**src/rtl/i2s_pkg.sv**
```systemverilog
// Shared definitions for the I2S receive path: channel encoding, synchroniser depth
// and a constant log2 helper used for pointer and counter widths.
package i2s_pkg;

   typedef enum logic {
      CH_LEFT  = 1'b0,
      CH_RIGHT = 1'b1
   } channel_e;

   localparam int unsigned SYNC_STAGES = 2;

   // Ceiling log2; returns 0 for values of 0 or 1.
   function automatic int unsigned clog2(input int unsigned value);
      int unsigned r;
      r = 0;
      while ((64'd1 << r) < 64'(value)) begin
         r = r + 1;
      end
      return r;
   endfunction

endpackage

```
**src/rtl/axis_sync_fifo.sv**
```systemverilog
// Single-clock FIFO with registered write and first-word-fall-through read port.
// DEPTH must be a power of two so the pointers wrap naturally.
module axis_sync_fifo import i2s_pkg::*; #(
   parameter int unsigned WIDTH = 33,
   parameter int unsigned DEPTH = 4,
   localparam int unsigned AW = clog2(DEPTH)
) (
   input  logic             clk,
   input  logic             rst,
   input  logic             wr_en,
   input  logic [WIDTH-1:0] wr_data,
   input  logic             rd_en,
   output logic [WIDTH-1:0] rd_data,
   output logic             empty,
   output logic [AW:0]      free_count
);

   localparam logic [AW:0] FULL_CNT = (AW+1)'(DEPTH);

   logic [WIDTH-1:0] mem_q [DEPTH];
   logic [WIDTH-1:0] mem_d [DEPTH];
   logic [AW-1:0]    wr_ptr_q, wr_ptr_d;
   logic [AW-1:0]    rd_ptr_q, rd_ptr_d;
   logic [AW:0]      count_q, count_d;
   logic             do_wr, do_rd;

   always_comb begin
      do_rd = rd_en && (count_q != '0);
      // A write into a full FIFO is still accepted when a read frees the slot this cycle.
      do_wr = wr_en && ((count_q != FULL_CNT) || do_rd);

      mem_d = mem_q;
      if (do_wr) begin
         mem_d[wr_ptr_q] = wr_data;
      end

      wr_ptr_d = wr_ptr_q;
      if (do_wr) begin
         wr_ptr_d = wr_ptr_q + AW'(1);
      end

      rd_ptr_d = rd_ptr_q;
      if (do_rd) begin
         rd_ptr_d = rd_ptr_q + AW'(1);
      end

      count_d = count_q;
      case ({do_wr, do_rd})
         2'b10:   count_d = count_q + (AW+1)'(1);
         2'b01:   count_d = count_q - (AW+1)'(1);
         default: count_d = count_q;
      endcase
   end

   always_ff @(posedge clk) begin
      if (rst) begin
         wr_ptr_q <= '0;
         rd_ptr_q <= '0;
         count_q  <= '0;
      end else begin
         wr_ptr_q <= wr_ptr_d;
         rd_ptr_q <= rd_ptr_d;
         count_q  <= count_d;
      end
   end

   always_ff @(posedge clk) begin
      mem_q <= mem_d;
   end

   assign rd_data    = mem_q[rd_ptr_q];
   assign empty      = (count_q == '0);
   assign free_count = FULL_CNT - count_q;

endmodule

```
**src/rtl/i2s_receive.sv**
```systemverilog
// Philips I2S deserialiser: oversamples sck/ws/sd, assembles left/right words and
// queues them as strictly paired AXI4-Stream beats (left TLAST=0, right TLAST=1).
module i2s_receive import i2s_pkg::*; #(
   parameter int unsigned DATA_WIDTH = 32,
   parameter int unsigned FIFO_DEPTH = 4
) (
   input  logic                  M_AXIS_ACLK,
   input  logic                  M_AXIS_ARESET,
   input  logic                  sck,
   input  logic                  ws,
   input  logic                  sd,
   output logic [DATA_WIDTH-1:0] M_AXIS_TDATA,
   output logic                  M_AXIS_TLAST,
   output logic                  M_AXIS_TVALID,
   input  logic                  M_AXIS_TREADY,
   output logic                  overrun
);

   localparam int unsigned CW = clog2(DATA_WIDTH + 1);
   localparam int unsigned FW = clog2(FIFO_DEPTH) + 1;
   localparam logic [CW-1:0] FULL_BITS = CW'(DATA_WIDTH);

   logic [2:0]             sck_sync_q, sck_sync_d;
   logic [SYNC_STAGES-1:0] ws_sync_q, ws_sync_d;
   logic [SYNC_STAGES-1:0] sd_sync_q, sd_sync_d;
   logic                   ws_prev_q, ws_prev_d;
   logic [DATA_WIDTH-1:0]  shift_q, shift_d;
   logic [CW-1:0]          bitcnt_q, bitcnt_d;
   logic                   synced_q, synced_d;
   logic                   left_ok_q, left_ok_d;
   logic                   overrun_q, overrun_d;

   logic                   sck_rise, ws_s, sd_s, boundary;
   logic [DATA_WIDTH-1:0]  word;
   logic                   push, pop, fifo_empty;
   logic [DATA_WIDTH:0]    wr_data, rd_data;
   logic [FW-1:0]          free_count;

   assign sck_rise = (sck_sync_q[2:1] == 2'b01);
   assign ws_s     = ws_sync_q[SYNC_STAGES-1];
   assign sd_s     = sd_sync_q[SYNC_STAGES-1];
   assign boundary = sck_rise && (ws_s != ws_prev_q);

   // The bit sampled on the boundary edge is the LSB of the finishing word; short
   // words are left-justified, bits past DATA_WIDTH were never shifted in.
   always_comb begin
      if (bitcnt_q < FULL_BITS) begin
         word = {shift_q[DATA_WIDTH-2:0], sd_s} << (FULL_BITS - bitcnt_q - CW'(1));
      end else begin
         word = shift_q;
      end
   end

   always_comb begin
      sck_sync_d = {sck_sync_q[1:0], sck};
      ws_sync_d  = {ws_sync_q[SYNC_STAGES-2:0], ws};
      sd_sync_d  = {sd_sync_q[SYNC_STAGES-2:0], sd};
      ws_prev_d  = ws_prev_q;
      shift_d    = shift_q;
      bitcnt_d   = bitcnt_q;
      synced_d   = synced_q;
      left_ok_d  = left_ok_q;
      overrun_d  = overrun_q;
      push       = 1'b0;

      if (sck_rise) begin
         ws_prev_d = ws_s;
         if (boundary) begin
            shift_d  = '0;
            bitcnt_d = '0;
            synced_d = 1'b1;
            // A right word only follows an accepted left word, so its slot is reserved.
            if (synced_q) begin
               if (ws_prev_q == CH_LEFT) begin
                  if (free_count >= FW'(2)) begin
                     push      = 1'b1;
                     left_ok_d = 1'b1;
                  end else begin
                     left_ok_d = 1'b0;
                     overrun_d = 1'b1;
                  end
               end else if (left_ok_q) begin
                  push = 1'b1;
               end
            end
         end else if (bitcnt_q < FULL_BITS) begin
            shift_d  = {shift_q[DATA_WIDTH-2:0], sd_s};
            bitcnt_d = bitcnt_q + CW'(1);
         end
      end
   end

   always_ff @(posedge M_AXIS_ACLK) begin
      if (M_AXIS_ARESET) begin
         sck_sync_q <= '0;
         ws_sync_q  <= '0;
         sd_sync_q  <= '0;
         ws_prev_q  <= 1'b0;
         shift_q    <= '0;
         bitcnt_q   <= '0;
         synced_q   <= 1'b0;
         left_ok_q  <= 1'b0;
         overrun_q  <= 1'b0;
      end else begin
         sck_sync_q <= sck_sync_d;
         ws_sync_q  <= ws_sync_d;
         sd_sync_q  <= sd_sync_d;
         ws_prev_q  <= ws_prev_d;
         shift_q    <= shift_d;
         bitcnt_q   <= bitcnt_d;
         synced_q   <= synced_d;
         left_ok_q  <= left_ok_d;
         overrun_q  <= overrun_d;
      end
   end

   assign wr_data = {ws_prev_q, word};
   assign pop     = M_AXIS_TVALID && M_AXIS_TREADY;

   axis_sync_fifo #(
      .WIDTH (DATA_WIDTH + 1),
      .DEPTH (FIFO_DEPTH)
   ) u_fifo (
      .clk        (M_AXIS_ACLK),
      .rst        (M_AXIS_ARESET),
      .wr_en      (push),
      .wr_data    (wr_data),
      .rd_en      (pop),
      .rd_data    (rd_data),
      .empty      (fifo_empty),
      .free_count (free_count)
   );

   assign M_AXIS_TVALID = !fifo_empty;
   assign M_AXIS_TDATA  = rd_data[DATA_WIDTH-1:0];
   assign M_AXIS_TLAST  = rd_data[DATA_WIDTH];
   assign overrun       = overrun_q;

endmodule
```
**config.mk**
```make
export PLATFORM = sky130hd
export DESIGN_NAME = i2s_receive
export DESIGN_NICKNAME = d
export VERILOG_FILES = /design/src/rtl/i2s_pkg.sv /design/src/rtl/axis_sync_fifo.sv /design/src/rtl/i2s_receive.sv
export SDC_FILE = /design/constraint.sdc
export NUM_CORES = 1
export LEC_CHECK = 0
export ABC_AREA = 1
export CORE_UTILIZATION = 25
export DETAILED_ROUTE_END_ITERATION = 12
export DONT_BUFFER_PORTS = 1
export PLACE_DENSITY_LB_ADDON = 0.2
export SLEW_MARGIN = 30
export SYNTH_ARGS = -nofsm -noshare
export SYNTH_HDL_FRONTEND = slang
export SYNTH_HIERARCHICAL = 1
export SYNTH_SLANG_ARGS = --single-unit
```
**constraint.sdc**
```tcl
create_clock -name M_AXIS_ACLK -period 3.28 [get_ports M_AXIS_ACLK]
set_input_delay 0.656 -clock M_AXIS_ACLK [delete_from_list [all_inputs] [get_ports M_AXIS_ACLK]]
set_output_delay 0.656 -clock M_AXIS_ACLK [all_outputs]
set_load 0.05 [all_outputs]
```
# == Yosys cells after proc, flatten, opt, wreduce, memory -nomap -nowiden ==
# Cells that the tools add are included.
# W data, S select, Z words.
# totals
regBits,188
elab_cells,72
in_bits,6
output_inout_bits,35
# classes
reduce_logical,15
mux,18
addsub,8
order_cmp,5
n_eq_ne,5
n_bitwise,4
shifts,1
# op_table
cell,n
$bwmux W132,1
$mux W33,3
$mux W32,3
$bmux W33 S2,1
$demux W33 S2,1
$shl A32 B6 Y32,1
$mux W6,2
$add A6 B1 Y6 const B,1
$ge A3 B3 Y1 const B,2
$lt A6 B6 Y1 const B,1
$mux W1,6
$not A2 Y3,2
$pmux W3 S2,1
$sub A6 B1 Y6 const B,1
$sub A6 B6 Y6 const A,1
$logic_and A1 B1 Y1,5
$reduce_and A5 Y1,1
$add A2 B1 Y2 const B,2
$eq A2 B1 Y1 const B,2
$reduce_and A2 Y1,2
$reduce_and A4 Y1,1
$reduce_bool A2 Y1,2
$add A3 B1 Y3 const B,1
$ge A3 B2 Y1 const B,1
other kinds (11),12

# == Longest topological paths before layout ==
# depth
ltp_word,10
mapped_depth,18
ltp_nobuf,18

# == Hierarchy ==
# Netlist, hierarchy kept.
# by_module_without_submodules
mod,instances,cells_each,seq_area_each_um2,area_each_um2
axis_sync_fifo,1,388,4103.9,5589.1
i2s_receive,1,660,980.9,3937.5

# == Least setup slack after synthesis ==
# No wires, ideal clock.
# synth_timing
kind,register -> register
startpoint,register u_fifo.count_q[0]
endpoint,"register u_fifo/mem_q[0] in the netlist's numbering, enable pin"
path_stages_with_launch,11
n_path_buf,0
required_time_ps,2857
setup_time_ps,423
synth_period_minus_slack_ps,3282
slack_ps,-2
arrival_ps,2858
path_cell_list,dfxtp_1 inv_1 ha_1 ha_1 inv_1 nor2_1 nand2_1 o21ai_0 nor2_1 nand2_1 nor2_1
# synth_via
elab_chain_cells,8
word_cells_on_any_way,15
cone_classes,1 x add/sub; 1 x order compare; 1 x eq/ne; 5 x mux; 7 x reduce/logical
# synth_rtl
item,line,text
from (decl),axis_sync_fifo.sv:24,"logic [AW:0] count_q, count_d;"
from (signal assigned),axis_sync_fifo.sv:63,count_q <= count_d;
$sub A3 B3 Y3,axis_sync_fifo.sv:73,assign free_count = FULL_CNT - count_q;
via free_count[2],i2s_receive.sv:37,logic [FW-1:0] free_count;
$ge A3 B2 Y1,i2s_receive.sv:75,if (free_count >= FW'(2)) begin
$mux W1,i2s_receive.sv:75,
$mux W1,i2s_receive.sv:74,if (ws_prev_q == CH_LEFT) begin
$mux W1,i2s_receive.sv:73,if (synced_q) begin
$mux W1,i2s_receive.sv:68,if (boundary) begin
$mux W1,i2s_receive.sv:66,if (sck_rise) begin
via push,i2s_receive.sv:35,"logic push, pop, fifo_empty;"
$logic_and A1 B1 Y1,axis_sync_fifo.sv:30,do_wr = wr_en && ((count_q != FULL_CNT) || do_rd);
to (signal assigned),axis_sync_fifo.sv:68,mem_q <= mem_d;
to (decl),axis_sync_fifo.sv:20,logic [WIDTH-1:0] mem_q [DEPTH];
# The timed path passes the listed nets, and every way through them passes these cells.
# A chain may end at the register's enable or synchronous reset.

# == Final worst setup path ==
# layout_timing
startpoint,register u_fifo.count_q[0]
endpoint,register u_fifo.count_q[1]
# layout_via
elab_chain_cells,10
word_cells_on_any_way,21
cone_classes,3 x add/sub; 1 x order compare; 3 x eq/ne; 6 x mux; 8 x reduce/logical
# layout_rtl
item,line,text
$sub A3 B3 Y3 (*),axis_sync_fifo.sv:73,
via free_count[2],i2s_receive.sv:37,
$ge A3 B2 Y1 (*),i2s_receive.sv:75,
$mux W1 (*),i2s_receive.sv:75,
$mux W1 (*),i2s_receive.sv:74,
$mux W1 (*),i2s_receive.sv:73,
$mux W1 (*),i2s_receive.sv:68,
$mux W1 (*),i2s_receive.sv:66,
via push,i2s_receive.sv:35,
$logic_and A1 B1 Y1 (*),axis_sync_fifo.sv:30,
$eq A2 B1 Y1 / $eq A2 B2 Y1 (equally long branches),axis_sync_fifo.sv:48,"case ({do_wr, do_rd})"
$pmux W3 S2 / $reduce_bool A2 Y1 (equally long branches),n/a,
# The timed path passes the listed nets; every way through them passes the cells marked *.

==> results by group <==
Die
  – Die width: 197 um
  – Row cnt: 71
  – DIE HEIGHT: 197 um
  – IO Pins: 41
  – Initial core utilization: 0.253
  – Core area: 37600 um2
  – Die area: 38900 um2

Cells and area
  – Ant. Diodes: 0
  – Area grow syn2layout: 11.4%
  – Ratio of cells with drive above 1 in the final layout: 0.150
  – Utilization after layout: 0.282
  – Commonest non-fill, non-tap cells in the layout: 231 x nand2_1, 174 x nand3_1, 132 x edfxtp_1
  – Most common cell after layout, fill and taps aside: nand2_1
  – Final nets: 1052

Yosys
  – Synth warnings: 6
  – Post-Synthesis Cells: 1047
  – Syn Nets: 1063
  – Mean Syn Cell Area: 9.09 um2
  – Mapped Area: 9520 um2

Clock network
  – Worst-Skew Late Latency: 0.44 ns
  – Num CTS Buffers: 17
  – Clock slew at reported path FFs: 0.07 ns
  – Resize count post-CTS: 0
  – Post-CTS Setup Bufs: 0
  – TritonCTS clock tree: done
  – CTS Buffer Depth: 2
  – Post-CTS Hold Buffers: 0
  – CTS sink count: 188
  – Root Driver: clkbuf_16
  – Number of H-tree levels: 4

Route
  – Final WL: 26.7 mm
  – Post-route ant nets: 0
  – WL per Instance: 17.1 um
  – Drt first pass iters: 5
  – Residual DRC: 0
  – Avg Vias per Cell: 4.65
  – Initial DRC Count: 540
  – Vias: 7255

Global routing
  – Number of global-route vias before repair: 7053
  – Largest net degree at the start of global routing: 68
  – Initial antenna violation count: 0
  – Global-route wire length before repair: 42.1 mm
  – Remaining global-route overflow: 0
  – Total track usage: 0.143

Worst setup path
  – Critical path, cell by cell: inv_1, ha_1, ha_1, inv_1, nor2_1, nand2_1, o21ai_0, nor2_1, nand2_1, ha_1, inv_1, fa_1, a21oi_1
  – R2R setup slack: 0.45 ns
  – Worst R2R End: u_fifo/count_q[1]
  – Largest stage delay on the critical path: 0.42 ns
  – Crit path kind: reg2reg
  – Reg-to-Reg Start: u_fifo/count_q[0]
  – Setup crit start kind: register
  – Worst Path Arrival: 3.20 ns
  – Crit path required time: 3.65 ns
  – Slowest CP cell: fa_1
  – Worst R2R Path Depth: 13
  – Crit path max fanout: 5
  – Crit end category: register

Timing
  – Relative slew slack: 0.444
  – Setup_tns: 0 ns
  – Fin. Hold Viols: 0
  – Post-Route Skew: 0.0120 ns
  – F_max: 0.354 GHz
  – RSZ-0062 raised after global routing: false
  – Final setup viols: 0
  – Fin crit share: 0.862
  – Tmin final: 2.83 ns
  – Worst Max-Slew Pin Slew: 0.831 ns
  – Fin. max-slew vios: 0

Worst hold path
  – WHS Endpoint: ws_sync_q[0]
  – Hold_sp: M_AXIS_ARESET
  – Min-delay worst type: in2reg
  – Worst Hold Depth: 1

Pwr
  – Leakage power: 4.21 nW
  – Max VDD drop: 316 uV
  – Power Density: 442 nW/um2

Placement
  – Hpwl dp: 17.7 mm
  – Port Buf Inserts: 0
  – Final Wtd Congestion: 0.909

Run status
  – Status: completed

Job
  – Max Cap Violations: 0
## worst max path at each step
stage               slack [ns]  depth (start not counted)               from           endpoint
floorplan                 0.02                         10  u_fifo/count_q[0]    u_fifo/mem_q[0]
global placement          0.56                         18  u_fifo/count_q[0]  u_fifo/count_q[2]
detailed placement        0.46                         13  u_fifo/count_q[0]  u_fifo/count_q[1]
CTS                       0.45                         13  u_fifo/count_q[0]  u_fifo/count_q[1]
global route              0.26                         18  u_fifo/count_q[0]  u_fifo/count_q[2]
finish                    0.45                         13  u_fifo/count_q[0]  u_fifo/count_q[1]
## metrics by stage
step	power, mW	setup WS (ns)	instances	area (um2)	hold WS [ns]
3_3_place_gp	2.66	0.556	1528	10000	0.400
6_report	4.69	0.452	1560	10600	0.276
2_1_floorplan	2.65	0.0245	1047	9520	0.388
4_1_cts	4.76	0.447	1560	10600	0.247
5_1_grt	4.86	0.263	1560	10600	0.247
3_5_place_dp	2.66	0.465	1528	10000	0.401
## critical path, delay by kind of cell (launching register included)
kind | cells | cell delay, ns
AO/OA/AOI/OAI | 2 | 0.22
buffers and inverters | 3 | 0.23
adder cells (fa/ha/maj) | 4 | 1.25
flip-flops | 1 | 0.31
AND/OR/NAND/NOR | 4 | 0.73
## flip-flops by register name, indices dropped and copies added, names as in the netlist
| signal | cells |
|---|---|
| left_ok_q | 1 |
| overrun | 1 |
| synced_q | 1 |
| u_fifo/mem_q | 132 |
| sd_sync_q | 2 |
| u_fifo/wr_ptr_q | 2 |
| shift_q | 32 |
| sck_sync_q | 3 |
| ws_prev_q | 1 |
| bitcnt_q | 6 |
| u_fifo/count_q | 3 |
| ws_sync_q | 2 |
| u_fifo/rd_ptr_q | 2 |
## layout make-up
class                           count  area, um2
Fill cell                        3976      27000
Clock buffer                       17        425
Tap cell                          511        639
Clock inverter                     15        160
Inverter                           56        220
Multi-Input combinational cell    737       3770
Sequential cell                   188       5090
Timing Repair Buffer               36        308
## where the power goes
part           internal (mW)  switching, mW  total (mW)
Clock                   1.14          0.948        2.09
Combinational         0.0208         0.0681      0.0889
Sequential              2.51        0.00583        2.52
## layer usage
layer | track usage | vias to the layer above | part of all wire
met3 | 0.0249 | 20 | 0.040
li1 | - | 3580 | -
met4 | 0.0479 | 0 | 0.020
met1 | 0.195 | 3504 | 0.47
met2 | 0.228 | 151 | 0.47
met5 | 0 | - | 0
No activity file was read; power rests on OpenSTA's default activity.
